<file path="config.mk">
export PLATFORM = sky130hd
export DESIGN_NAME = ctrl_seq
export DESIGN_NICKNAME = d
export VERILOG_FILES = /design/src/rtl/cpu_pkg.sv /design/src/rtl/instr_decode.sv /design/src/rtl/ctrl_seq.sv
export SDC_FILE = /design/constraint.sdc
export NUM_CORES = 1
export LEC_CHECK = 0
export CORE_ASPECT_RATIO = 0.75
export CORE_MARGIN = 4
export CORE_UTILIZATION = 42
export CTS_CLUSTER_DIAMETER = 150
export DETAILED_ROUTE_END_ITERATION = 6
export HOLD_SLACK_MARGIN = 0.1
export PLACE_DENSITY = 0.79
export SLEW_MARGIN = 5
export SYNTH_ARGS = -nofsm -noshare
export SYNTH_HDL_FRONTEND = slang
export SYNTH_SLANG_ARGS = --single-unit
</file>
<file path="constraint.sdc">
create_clock -name clk -period 1.41 [get_ports clk]
set_input_delay 0.141 -clock clk [delete_from_list [all_inputs] [get_ports clk]]
set_output_delay 0.141 -clock clk [all_outputs]
set_load 0.005 [all_outputs]
</file>
<file path="src/rtl/cpu_pkg.sv">
// Shared definitions for the 8-bit CPU control path: opcodes, ALU operation
// codes, register codes, sequencer state codes and decode classes.
package cpu_pkg;

  localparam logic [3:0] OP_NOP = 4'h0;
  localparam logic [3:0] OP_MOV = 4'h1;
  localparam logic [3:0] OP_LDI = 4'h2;
  localparam logic [3:0] OP_ADD = 4'h3;
  localparam logic [3:0] OP_SUB = 4'h4;
  localparam logic [3:0] OP_AND = 4'h5;
  localparam logic [3:0] OP_OR  = 4'h6;
  localparam logic [3:0] OP_XOR = 4'h7;
  localparam logic [3:0] OP_CMP = 4'h8;
  localparam logic [3:0] OP_INC = 4'h9;
  localparam logic [3:0] OP_DEC = 4'hA;
  localparam logic [3:0] OP_JMP = 4'hB;
  localparam logic [3:0] OP_JZ  = 4'hC;
  localparam logic [3:0] OP_JC  = 4'hD;
  localparam logic [3:0] OP_RSV = 4'hE;
  localparam logic [3:0] OP_HLT = 4'hF;

  localparam logic [2:0] ALU_ADD = 3'd0;
  localparam logic [2:0] ALU_SUB = 3'd1;
  localparam logic [2:0] ALU_AND = 3'd2;
  localparam logic [2:0] ALU_OR  = 3'd3;
  localparam logic [2:0] ALU_XOR = 3'd4;
  localparam logic [2:0] ALU_INC = 3'd5;
  localparam logic [2:0] ALU_DEC = 3'd6;

  localparam logic [1:0] REG_AL = 2'd0;
  localparam logic [1:0] REG_BL = 2'd1;
  localparam logic [1:0] REG_CL = 2'd2;
  localparam logic [1:0] REG_DL = 2'd3;

  // Sequencer state codes
  localparam logic [2:0] ST_FETCH  = 3'd0;
  localparam logic [2:0] ST_DECODE = 3'd1;
  localparam logic [2:0] ST_OPB    = 3'd2;
  localparam logic [2:0] ST_EXEC   = 3'd3;
  localparam logic [2:0] ST_WB     = 3'd4;
  localparam logic [2:0] ST_IMM    = 3'd5;
  localparam logic [2:0] ST_IMMX   = 3'd6;
  localparam logic [2:0] ST_HALT   = 3'd7;

  typedef enum logic [2:0] {
    CLS_NOP,
    CLS_MOV,
    CLS_ALU2,
    CLS_ALU1,
    CLS_IMM,
    CLS_JUMP,
    CLS_HALT
  } op_class_t;

endpackage

</file>
<file path="src/rtl/instr_decode.sv">
// Combinational opcode classifier: maps IR[7:4] to an execution class,
// the ALU operation, and whether the instruction writes dst / updates flags.
module instr_decode
  import cpu_pkg::*;
(
  input  logic [3:0] op,
  output op_class_t  cls,
  output logic [2:0] alu_op,
  output logic       writes_dst,
  output logic       sets_flags
);

  // Opcode to class / ALU operation lookup
  always_comb begin
    cls        = CLS_NOP;
    alu_op     = ALU_ADD;
    writes_dst = 1'b0;
    sets_flags = 1'b0;
    case (op)
      OP_MOV: begin cls = CLS_MOV;  writes_dst = 1'b1; end
      OP_LDI: begin cls = CLS_IMM;  writes_dst = 1'b1; end
      OP_ADD: begin cls = CLS_ALU2; alu_op = ALU_ADD; writes_dst = 1'b1; sets_flags = 1'b1; end
      OP_SUB: begin cls = CLS_ALU2; alu_op = ALU_SUB; writes_dst = 1'b1; sets_flags = 1'b1; end
      OP_AND: begin cls = CLS_ALU2; alu_op = ALU_AND; writes_dst = 1'b1; sets_flags = 1'b1; end
      OP_OR:  begin cls = CLS_ALU2; alu_op = ALU_OR;  writes_dst = 1'b1; sets_flags = 1'b1; end
      OP_XOR: begin cls = CLS_ALU2; alu_op = ALU_XOR; writes_dst = 1'b1; sets_flags = 1'b1; end
      OP_CMP: begin cls = CLS_ALU2; alu_op = ALU_SUB; sets_flags = 1'b1; end
      OP_INC: begin cls = CLS_ALU1; alu_op = ALU_INC; writes_dst = 1'b1; sets_flags = 1'b1; end
      OP_DEC: begin cls = CLS_ALU1; alu_op = ALU_DEC; writes_dst = 1'b1; sets_flags = 1'b1; end
      OP_JMP, OP_JZ, OP_JC: cls = CLS_JUMP;
      OP_HLT: cls = CLS_HALT;
      default: cls = CLS_NOP;
    endcase
  end

endmodule

</file>
<file path="src/rtl/ctrl_seq.sv">
// Fetch/decode/execute control sequencer for the 8-bit CPU. Owns PC, IR,
// the immediate latch and Z/C flags; drives register-file, ALU-latch and
// bus-driver strobes as a decode of state and IR.
// Optional: CTRL_SEQ_STEP_EN adds a 'step' input that gates each FETCH.
module ctrl_seq
  import cpu_pkg::*;
#(
  parameter int unsigned        PC_W     = 8,
  parameter logic [PC_W-1:0]    RESET_PC = '0
) (
  input  logic            clk,
  input  logic            reset,
`ifdef CTRL_SEQ_STEP_EN
  input  logic            step,
`endif
  output logic [PC_W-1:0] instr_addr,
  output logic            instr_req,
  input  logic            instr_ack,
  input  logic [7:0]      instr_data,
  input  logic            alu_z,
  input  logic            alu_c,
  output logic            reg_r,
  output logic [7:0]      reg_r_select,
  output logic            reg_w,
  output logic [7:0]      reg_w_select,
  output logic            tmp_w,
  output logic            acc_w,
  output logic [2:0]      alu_op,
  output logic            alu_r,
  output logic            imm_r,
  output logic [7:0]      imm_out,
  output logic            flag_z,
  output logic            flag_c,
  output logic            halted
);

  logic [2:0]      state;
  logic [PC_W-1:0] pc;
  logic [7:0]      ir;
  logic [7:0]      imm;
  op_class_t       cls;
  logic [2:0]      dec_alu_op;
  logic            writes_dst;
  logic            sets_flags;
  logic [1:0]      dst;
  logic [1:0]      src;
  logic [1:0]      rsel;
  logic            fetch_go;
  logic            ack_take;
  logic            jump_taken;

  assign dst = ir[3:2];
  assign src = ir[1:0];

  instr_decode u_decode (
    .op         (ir[7:4]),
    .cls        (cls),
    .alu_op     (dec_alu_op),
    .writes_dst (writes_dst),
    .sets_flags (sets_flags)
  );

`ifdef CTRL_SEQ_STEP_EN
  logic armed;

  // One-deep step memory: set by any step pulse, consumed by an opcode fetch
  always_ff @(posedge clk) begin
    if (reset) armed <= 1'b0;
    else       armed <= step | (armed & ~(state == ST_FETCH && ack_take));
  end

  assign fetch_go = armed;
`else
  assign fetch_go = 1'b1;
`endif

  assign ack_take   = instr_req & instr_ack;
  assign jump_taken = (ir[7:4] == OP_JMP) ||
                      (ir[7:4] == OP_JZ && flag_z) ||
                      (ir[7:4] == OP_JC && flag_c);

  // Architectural state and sequencing
  always_ff @(posedge clk) begin
    if (reset) begin
      state  <= ST_FETCH;
      pc     <= RESET_PC;
      ir     <= '0;
      imm    <= '0;
      flag_z <= 1'b0;
      flag_c <= 1'b0;
    end else begin
      case (state)
        ST_FETCH: if (ack_take) begin
          ir    <= instr_data;
          pc    <= pc + PC_W'(1);
          state <= ST_DECODE;
        end
        ST_DECODE: begin
          case (cls)
            CLS_ALU2:          state <= ST_OPB;
            CLS_ALU1:          state <= ST_EXEC;
            CLS_IMM, CLS_JUMP: state <= ST_IMM;
            CLS_HALT:          state <= ST_HALT;
            default:           state <= ST_FETCH;
          endcase
        end
        ST_OPB:  state <= ST_EXEC;
        ST_EXEC: state <= ST_WB;
        ST_WB: begin
          if (sets_flags) begin
            flag_z <= alu_z;
            flag_c <= alu_c;
          end
          state <= ST_FETCH;
        end
        ST_IMM: if (ack_take) begin
          imm   <= instr_data;
          pc    <= pc + PC_W'(1);
          state <= ST_IMMX;
        end
        ST_IMMX: begin
          if (cls == CLS_JUMP && jump_taken) pc <= PC_W'(imm);
          state <= ST_FETCH;
        end
        ST_HALT: state <= ST_HALT;
        default: state <= ST_FETCH;
      endcase
    end
  end

  // Strobe decode; everything held low while reset is asserted
  always_comb begin
    instr_req = 1'b0;
    reg_r     = 1'b0;
    reg_w     = 1'b0;
    tmp_w     = 1'b0;
    acc_w     = 1'b0;
    alu_r     = 1'b0;
    imm_r     = 1'b0;
    rsel      = src;
    if (!reset) begin
      case (state)
        ST_FETCH:  instr_req = fetch_go;
        ST_IMM:    instr_req = 1'b1;
        ST_DECODE: if (cls == CLS_MOV) begin
          reg_r = 1'b1;
          reg_w = 1'b1;
        end
        ST_OPB: begin
          reg_r = 1'b1;
          tmp_w = 1'b1;
        end
        ST_EXEC: begin
          reg_r = 1'b1;
          rsel  = dst;
          acc_w = 1'b1;
        end
        ST_WB: begin
          alu_r = 1'b1;
          reg_w = writes_dst;
        end
        ST_IMMX: if (cls == CLS_IMM) begin
          imm_r = 1'b1;
          reg_w = 1'b1;
        end
        default: ;
      endcase
    end
  end

  assign instr_addr   = pc;
  assign reg_r_select = {6'b0, rsel};
  assign reg_w_select = {6'b0, dst};
  assign alu_op       = dec_alu_op;
  assign imm_out      = imm;
  assign halted       = (state == ST_HALT);

endmodule
</file>
==> impl_results.md, run 1 <==
- RePlAce Congestion: 0.9269
- Placed cell areas: 2638 um^2
- First-pass GRT wire length: around 12000 um
- Gr usage total: 0.2923
- Gate Count Post-Synth: approximately 220
- H-tree levels: 2
- Diodes inserted: 0
- Final hold vios: 0
- Die Ht: 65.04 um
- Top_reg_cell synth: dfxtp_1
- Number of synthesized flops with an enable pin: 0
- Status: finished, violations left
- Worst hold path cell count: 3
- Via/cell ratio: 6.214
- Post-DP HPWL: 4030 um
- Core ar.: 4129 um^2
- Leak pwr: around 1.4 nW
- Syn avg cell area: 8.206 um^2
- Yosys reg bits: 29
- Worst Path Max Fanout: 7
- Initial DRC count: around 230
- Critical Path End Type: flop
- Crit share post-route: 1.317
- Synthesis Warnings: 0
- Clock transition at path regs: 0.07 ns
- R2R depth: 6
- Worst EP required: roughly 1.6 ns
- Routed len/inst: roughly 23 um
- Synth top area cells: dfxtp_1, mux2i_1, buf_4
- FF-to-FF End: instr_addr[2]$_SDFFE_PP0P_
- Number of port buffers: 45
- Clk_lat worst skew: 0.30 ns
- Max-slew violation count: 0
- Total wire length: 8866 um
- Endpoints failing setup: 42
- Mapped Area: 1822 um^2
- Initial Utilization: 0.4412
- RSZ-0062 raised after global routing: yes
- Failing checks: setup timing
- Fmax: 538.3 MHz
- Setup Skew: 0.009252 ns
- CP startpoint kind: flop
- Largest net degree at the start of global routing: 22
- Synth-to-Final Area Change: 89.56%
- Residual overflow from global routing: 0
- Sequential area share after synthesis: 0.3187
- Fillcell total: 198
- Reg2reg start: ir[5]$_SDFFE_PP0P_
- Synth area leader: dfxtp_1
- Tmin final: 1.858 ns
- Row cnt: 20
- Initial antenna violation count: 0
- Vias in the first global route: between 2000 and 2500
- R2R setup slack: -0.45 ns
- PD cells: 679.5 nW/um^2
- DRT antenna net count: 0
- DRC viols: 0
- Top Ports: 58
- Clock buffer depth: 2
- Hold Path Sink: flag_z$_SDFFE_PP0P_
- Top-count cell post-synth: dfxtp_1
- Total number of vias: 2405
- Post-synth ARST share: 0
- Num CTS Buffers: 5
- Die Width: 84.05 um
- Top-area cell type share of the netlist area: 0.3187
- Nets: approximately 350
- Final std cell area, no fill: between 3000 and 4000 um^2
- CP Class: flop to flop
- CTS tree: built
- MaxCap Viol Count: 0
- Hold slack: 0.4795 ns
- Yosys cell types: 52
- Most frequent cells after synthesis: dfxtp_1, nor2_1, mux2i_1
- Worst hold start: alu_z
- Root Driver: clkbuf_8
- Ratio of cells with drive above 1 in the final layout: 0.5482
- WP data arrival: 2.07 ns
- Peak VDD IR: about 700 uV
- 1st-pass router iterations: 6
- Final worst setup slack: -0.4476 ns
- Die area: ~5500 um^2
- Num Clock Sinks: 29
- Fin util: 0.8364
- Hold Crit Class: input pin to flop
[cell type report]
cell class | count | area, um^2 | area share
multi-input cells | 169 | 1526 | 0.4420
flip-flops and latches | 29 | 613.1 | 0.1775
repair buffers | 123 | 1140 | 0.3301
inverters | 4 | 15.01 | 0.004348
clock inverters | 1 | 7.507 | 0.002174
well taps | 55 | 68.82 | 0.01993
clock buffers | 6 | 82.58 | 0.02391
[metal layers]
metal / up-vias / GRT usage / share of wire
met3: 65 / 0.07116 / 0.099
met4: 2 / 0.1406 / 0.051
met1: 1140 / 0.3564 / 0.40
met5: - / 0 / 0.0028
met2: 205 / 0.4843 / 0.45
li1: 993 / - / -
[power breakdown]
group / switching [mW] / internal [mW]
clock: 0.383 / 0.386
sequential: 0.0371 / 0.841
combinational: 0.330 / 0.368
[worst max-delay path, cell delays in order (launching register included)]
cell      delay [ns]
dfxtp_4         0.40
buf_6           0.12
and2b_2         0.26
a311oi_4        0.51
buf_6           0.20
o31ai_1         0.11
a21oi_1         0.17
[logic make-up after synthesis]
| family | after synthesis | synth area share |
|---|---|---|
| XOR/XNOR | 3 | 0.01443 |
| multiplexers | 19 | 0.1085 |
| flip-flops | 29 | 0.3187 |
| AND/OR/NAND/NOR | 83 | 0.2431 |
| AO/OA/AOI/OAI | 51 | 0.1909 |
| other | 1 | 0.002058 |
| buffers and inverters | 35 | 0.1154 |
| adder cells (fa/ha/maj) | 1 | 0.006867 |
[timing repair]
| action | in CTS | in global routing |
|---|---|---|
| pin swaps | 29 | 30 |
| setup endpoints to repair | 42 | 45 |
| gates resized for setup | 146 | 63 |
| buffers inserted | 18 | 11 |
| hold buffers | 0 | 0 |
[state kept, by name (all words and copies together), names as in the netlist]
name,cells
imm_out,8
instr_addr,8
ir,8
state,3
flag_c,1
flag_z,1
[worst max-delay path by stage]
stage	from	to	slack [ns]	cells past startpoint
2_1_floorplan	ir[4]$_SDFFE_PP0P_	instr_addr[0]$_SDFFE_PP0P_	-0.04	5
3_3_place_gp	reset	reg_r_select[0]	-0.49	4
3_5_place_dp	reset	reg_r_select[1]	-0.53	4
4_1_cts	state[2]$_SDFFE_PP0P_	reg_r_select[1]	-0.30	5
5_1_grt	state[0]$_SDFFE_PP0P_	instr_addr[2]$_SDFFE_PP0P_	-0.48	8
6_report	ir[5]$_SDFFE_PP0P_	instr_addr[2]$_SDFFE_PP0P_	-0.45	6
[cells in the final DEF (no fill, tap or decap), types with 3 or more instances in the layout]
master,netlist,routed
buf_4,15,42
buf_6,2,39
clkdlybuf4s50_1,0,29
nor2_1,26,23
dfxtp_1,29,15
mux2i_1,16,14
conb_1,1,12
buf_2,6,9
dfxtp_2,0,8
nand2_1,11,7
a21oi_2,1,6
clkbuf_8,0,6
dfxtp_4,0,6
nand2b_4,0,5
a21oi_1,11,5
o21ai_0,13,5
nand2b_1,9,4
o21ai_1,0,4
nand3_1,4,4
nor2b_4,0,3
o21ai_2,0,3
mux2_4,1,3
nor3_2,0,3
o32ai_2,0,3
a211o_1,3,3
[stage by stage]
stage               setup TNS, ns  power [mW]  worst slack (ns)  instances
floorplan                -0.09258       1.111          -0.04117        233
global placement           -11.99       1.304           -0.4934        358
detailed placement         -12.75       1.314           -0.5257        358
CTS                        -4.188       2.133           -0.2962        380
global route               -10.72       2.401           -0.4778        387
finish                     -9.453       2.346           -0.4476        387
Power figures use the tool's default switching activity.
==> inputs of run 2 (changes only) <==
==> constraint.sdc (replaced) <==
create_clock -name clk -period 1.41 [get_ports clk]
set_input_delay 0.282 -clock clk [delete_from_list [all_inputs] [get_ports clk]]
set_output_delay 0.282 -clock clk [all_outputs]
set_load 0.005 [all_outputs]
==> run 2 against run 1 <==
The run still ends with setup timing left. Worst hold slack improved by 0.029 ns. Final area increased by 0.33%. Global-route usage decreased by 4.3 points. Final cell count did not move. Critical endpoint is now instr_addr[7]$_SDFFE_PP0P_. Highest routed layer is now met4. Sequential share of layout area increased by 0.70 points.
==> impl_results.md, run 2 (synthesis results as in run 1) <==
- Die Ht: 65.04 um (unchanged)
- Root Driver: clkbuf_8 (unchanged)
- Hold Buf Count CTS: 0 (unchanged)
- MaxCap Viol Count: 0 (unchanged)
- Worst EP required: 1.60 ns (was 1.63 ns)
- DRC viols: 0 (unchanged)
- R2R depth: 9 (was 6)
- Row cnt: 20 (unchanged)
- H-tree levels: 2 (unchanged)
- WP data arrival: 2.11 ns (was 2.07 ns)
- RSZ-0062 raised after global routing: yes (unchanged)
- FF-to-FF End: instr_addr[7]$_SDFFE_PP0P_ (was instr_addr[2]$_SDFFE_PP0P_)
- Setup Skew: 0.01721 ns (was 0.009252 ns)
- Num CTS Buffers: 5 (unchanged)
- Hold slack: 0.5083 ns (was 0.4795 ns)
- Ratio of cells with drive above 1 in the final layout: 0.5873 (was 0.5482)
- Gr usage total: 0.2492 (was 0.2923)
- Vias in the first global route: 2153 (was 2335)
- RePlAce Congestion: 0.9291 (was 0.9269)
- Hold Crit Class: flop to flop (was input pin to flop)
- Residual overflow from global routing: 0 (unchanged)
- Synth-to-Final Area Change: 90.18% (was 89.56%)
- Nets: 345 (was 346)
- Critical Path End Type: flop (unchanged)
- Total number of vias: 2334 (was 2405)
- Die Width: 84.05 um (unchanged)
- Clk_lat worst skew: 0.30 ns (about the same)
- Fmax: 519.6 MHz (was 538.3 MHz)
- 1st-pass router iterations: 5 (was 6)
- Commonest non-fill, non-tap cell in the layout: buf_4 (unchanged)
- First-pass GRT wire length: 10800 um (was 12370 um)
- Launch point of the worst path: state[2]$_SDFFE_PP0P_ (was ir[5]$_SDFFE_PP0P_)
- Routed len/inst: 21.72 um (was 22.91 um)
- Num Clock Sinks: 29 (unchanged)
- Reg2reg start: state[2]$_SDFFE_PP0P_ (was ir[5]$_SDFFE_PP0P_)
- Worst Path Max Fanout: 5 (was 7)
- Number of port buffers: 45 (unchanged)
- Leak pwr: 1.559 nW (was 1.425 nW)
- Crit share post-route: 1.365 (was 1.317)
- Status: finished, violations left (unchanged)
- Largest net degree at the start of global routing: 29 (was 22)
- Endpoints failing setup: 40 (was 42)
- Failing checks: setup timing (unchanged)
- Core ar.: 4129 um^2 (unchanged)
- Peak VDD IR: 722.9 uV (was 685.7 uV)
- Max-slew violation count: 0 (unchanged)
- Via/cell ratio: 6.031 (was 6.214)
- Post-DP HPWL: 3786 um (was 4030 um)
- CTS tree: built (unchanged)
- CP startpoint kind: flop (unchanged)
- PD cells: 705.0 nW/um^2 (was 679.5 nW/um^2)
- Clock transition at path regs: 0.08 ns (was 0.07 ns)
- CP Class: flop to flop (unchanged)
- Final hold vios: 0 (unchanged)
- Most frequent cells in the layout: buf_4, buf_6, nor2_1 (was buf_4, buf_6, clkdlybuf4s50_1)
- Initial DRC count: 266 (was 227)
- Total wire length: 8404 um (was 8866 um)
- Setup TNS: -13.33 ns (was -9.453 ns)
- DRT antenna net count: 0 (unchanged)
- Clock buffer depth: 2 (unchanged)
- Final worst setup slack: -0.5146 ns (was -0.4476 ns)
- Die area: 5466 um^2 (unchanged)
- Tmin final: 1.925 ns (was 1.858 ns)
- Diodes inserted: 0 (unchanged)
- Initial Utilization: 0.4412 (unchanged)
- Initial antenna violation count: 0 (unchanged)
- Worst Setup EP: instr_addr[7]$_SDFFE_PP0P_ (was instr_addr[2]$_SDFFE_PP0P_)
- R2R setup slack: -0.51 ns (was -0.45 ns)
- Top Ports: 58 (unchanged)
[run 2: cell types whose count changed in the layout (fill, tap and decap cells not counted), sizes merged]
cell           before  now
clkdlybuf4s50      29   10
dlygate4sd2         2   17
dlymetal6s2s        1    5
buf                91   89
bufinv              0    1
clkbuf              6    7
[run 2: critical path, stage by stage (launching register included)]
cell     delay, ns
dfxtp_2       0.33
buf_4         0.13
buf_6         0.12
buf_6         0.13
and3b_2       0.22
buf_6         0.14
buf_6         0.13
nor4_4        0.30
a21oi_2       0.08
o32ai_2       0.24
[run 2: cell type report]
type / count / area (um^2)
fillers: 203 / 664.4
multi-input cells: 169 / 1514
clock buffers: 6 / 82.58
flip-flops and latches: 29 / 639.4
clock inverters: 2 / 37.54
repair buffers: 122 / 1105
well taps: 55 / 68.82
inverters: 4 / 17.52
[run 2: timing repair]
action                     in CTS  in global routing
pin swaps                      31                 33
setup buffers                  24                 17
gates resized for setup       165                 66
setup endpoints to repair      58                 46
[run 2: power breakdown]
part	leakage (nW)	internal [mW]	switching, mW
sequential	0.251	0.834	0.0381
combinational	1.25	0.325	0.298
clock	0.0574	0.574	0.373
total	1.56	1.73	0.709
[run 2: metal layers]
metal,wire length [um],up-vias,share of wire,GRT usage
met5,0,-,0,0
met4,249,0,0.030,0.06426
met3,845,34,0.10,0.07878
met2,4063,185,0.48,0.4163
met1,3245,1126,0.39,0.3112
li1,-,989,-,-
[run 2: metrics by stage]
stage	total power, mW	setup slack (ns)	std cells	cell area (um^2)	util
6_report	2.443	-0.5146	387	3465	0.8391
5_1_grt	2.500	-0.5632	387	3465	0.8391
4_1_cts	2.263	-0.4333	374	3098	0.7503
3_5_place_dp	1.274	-0.7277	343	2546	0.6167
3_3_place_gp	1.268	-0.7245	343	2546	0.6167
2_1_floorplan	1.120	-0.05057	233	1909	-
[run 2: how the worst min path moves through the flow]
stage | start | cells after the start | endpoint | slack (ns)
finish | ir[3]$_SDFFE_PP0P_ | 2 | ir[3]$_SDFFE_PP0P_ | 0.51
global route | instr_addr[2]$_SDFFE_PP0P_ | 2 | instr_addr[2]$_SDFFE_PP0P_ | 0.53
CTS | ir[3]$_SDFFE_PP0P_ | 2 | ir[3]$_SDFFE_PP0P_ | 0.51
detailed placement | instr_addr[7]$_SDFFE_PP0P_ | 2 | instr_addr[7]$_SDFFE_PP0P_ | 0.49
global placement | instr_addr[7]$_SDFFE_PP0P_ | 2 | instr_addr[7]$_SDFFE_PP0P_ | 0.48
floorplan | instr_data[4] | 2 | ir[4]$_SDFFE_PP0P_ | 0.43
==> inputs of run 3 (changes only) <==
ABC_CLOCK_PERIOD_IN_PS = 1410   (was unset)
CTS_CLUSTER_SIZE = 12   (was unset)
==> results of run 3 <==
Final layout, timing and power as in run 2 (identical DEF).
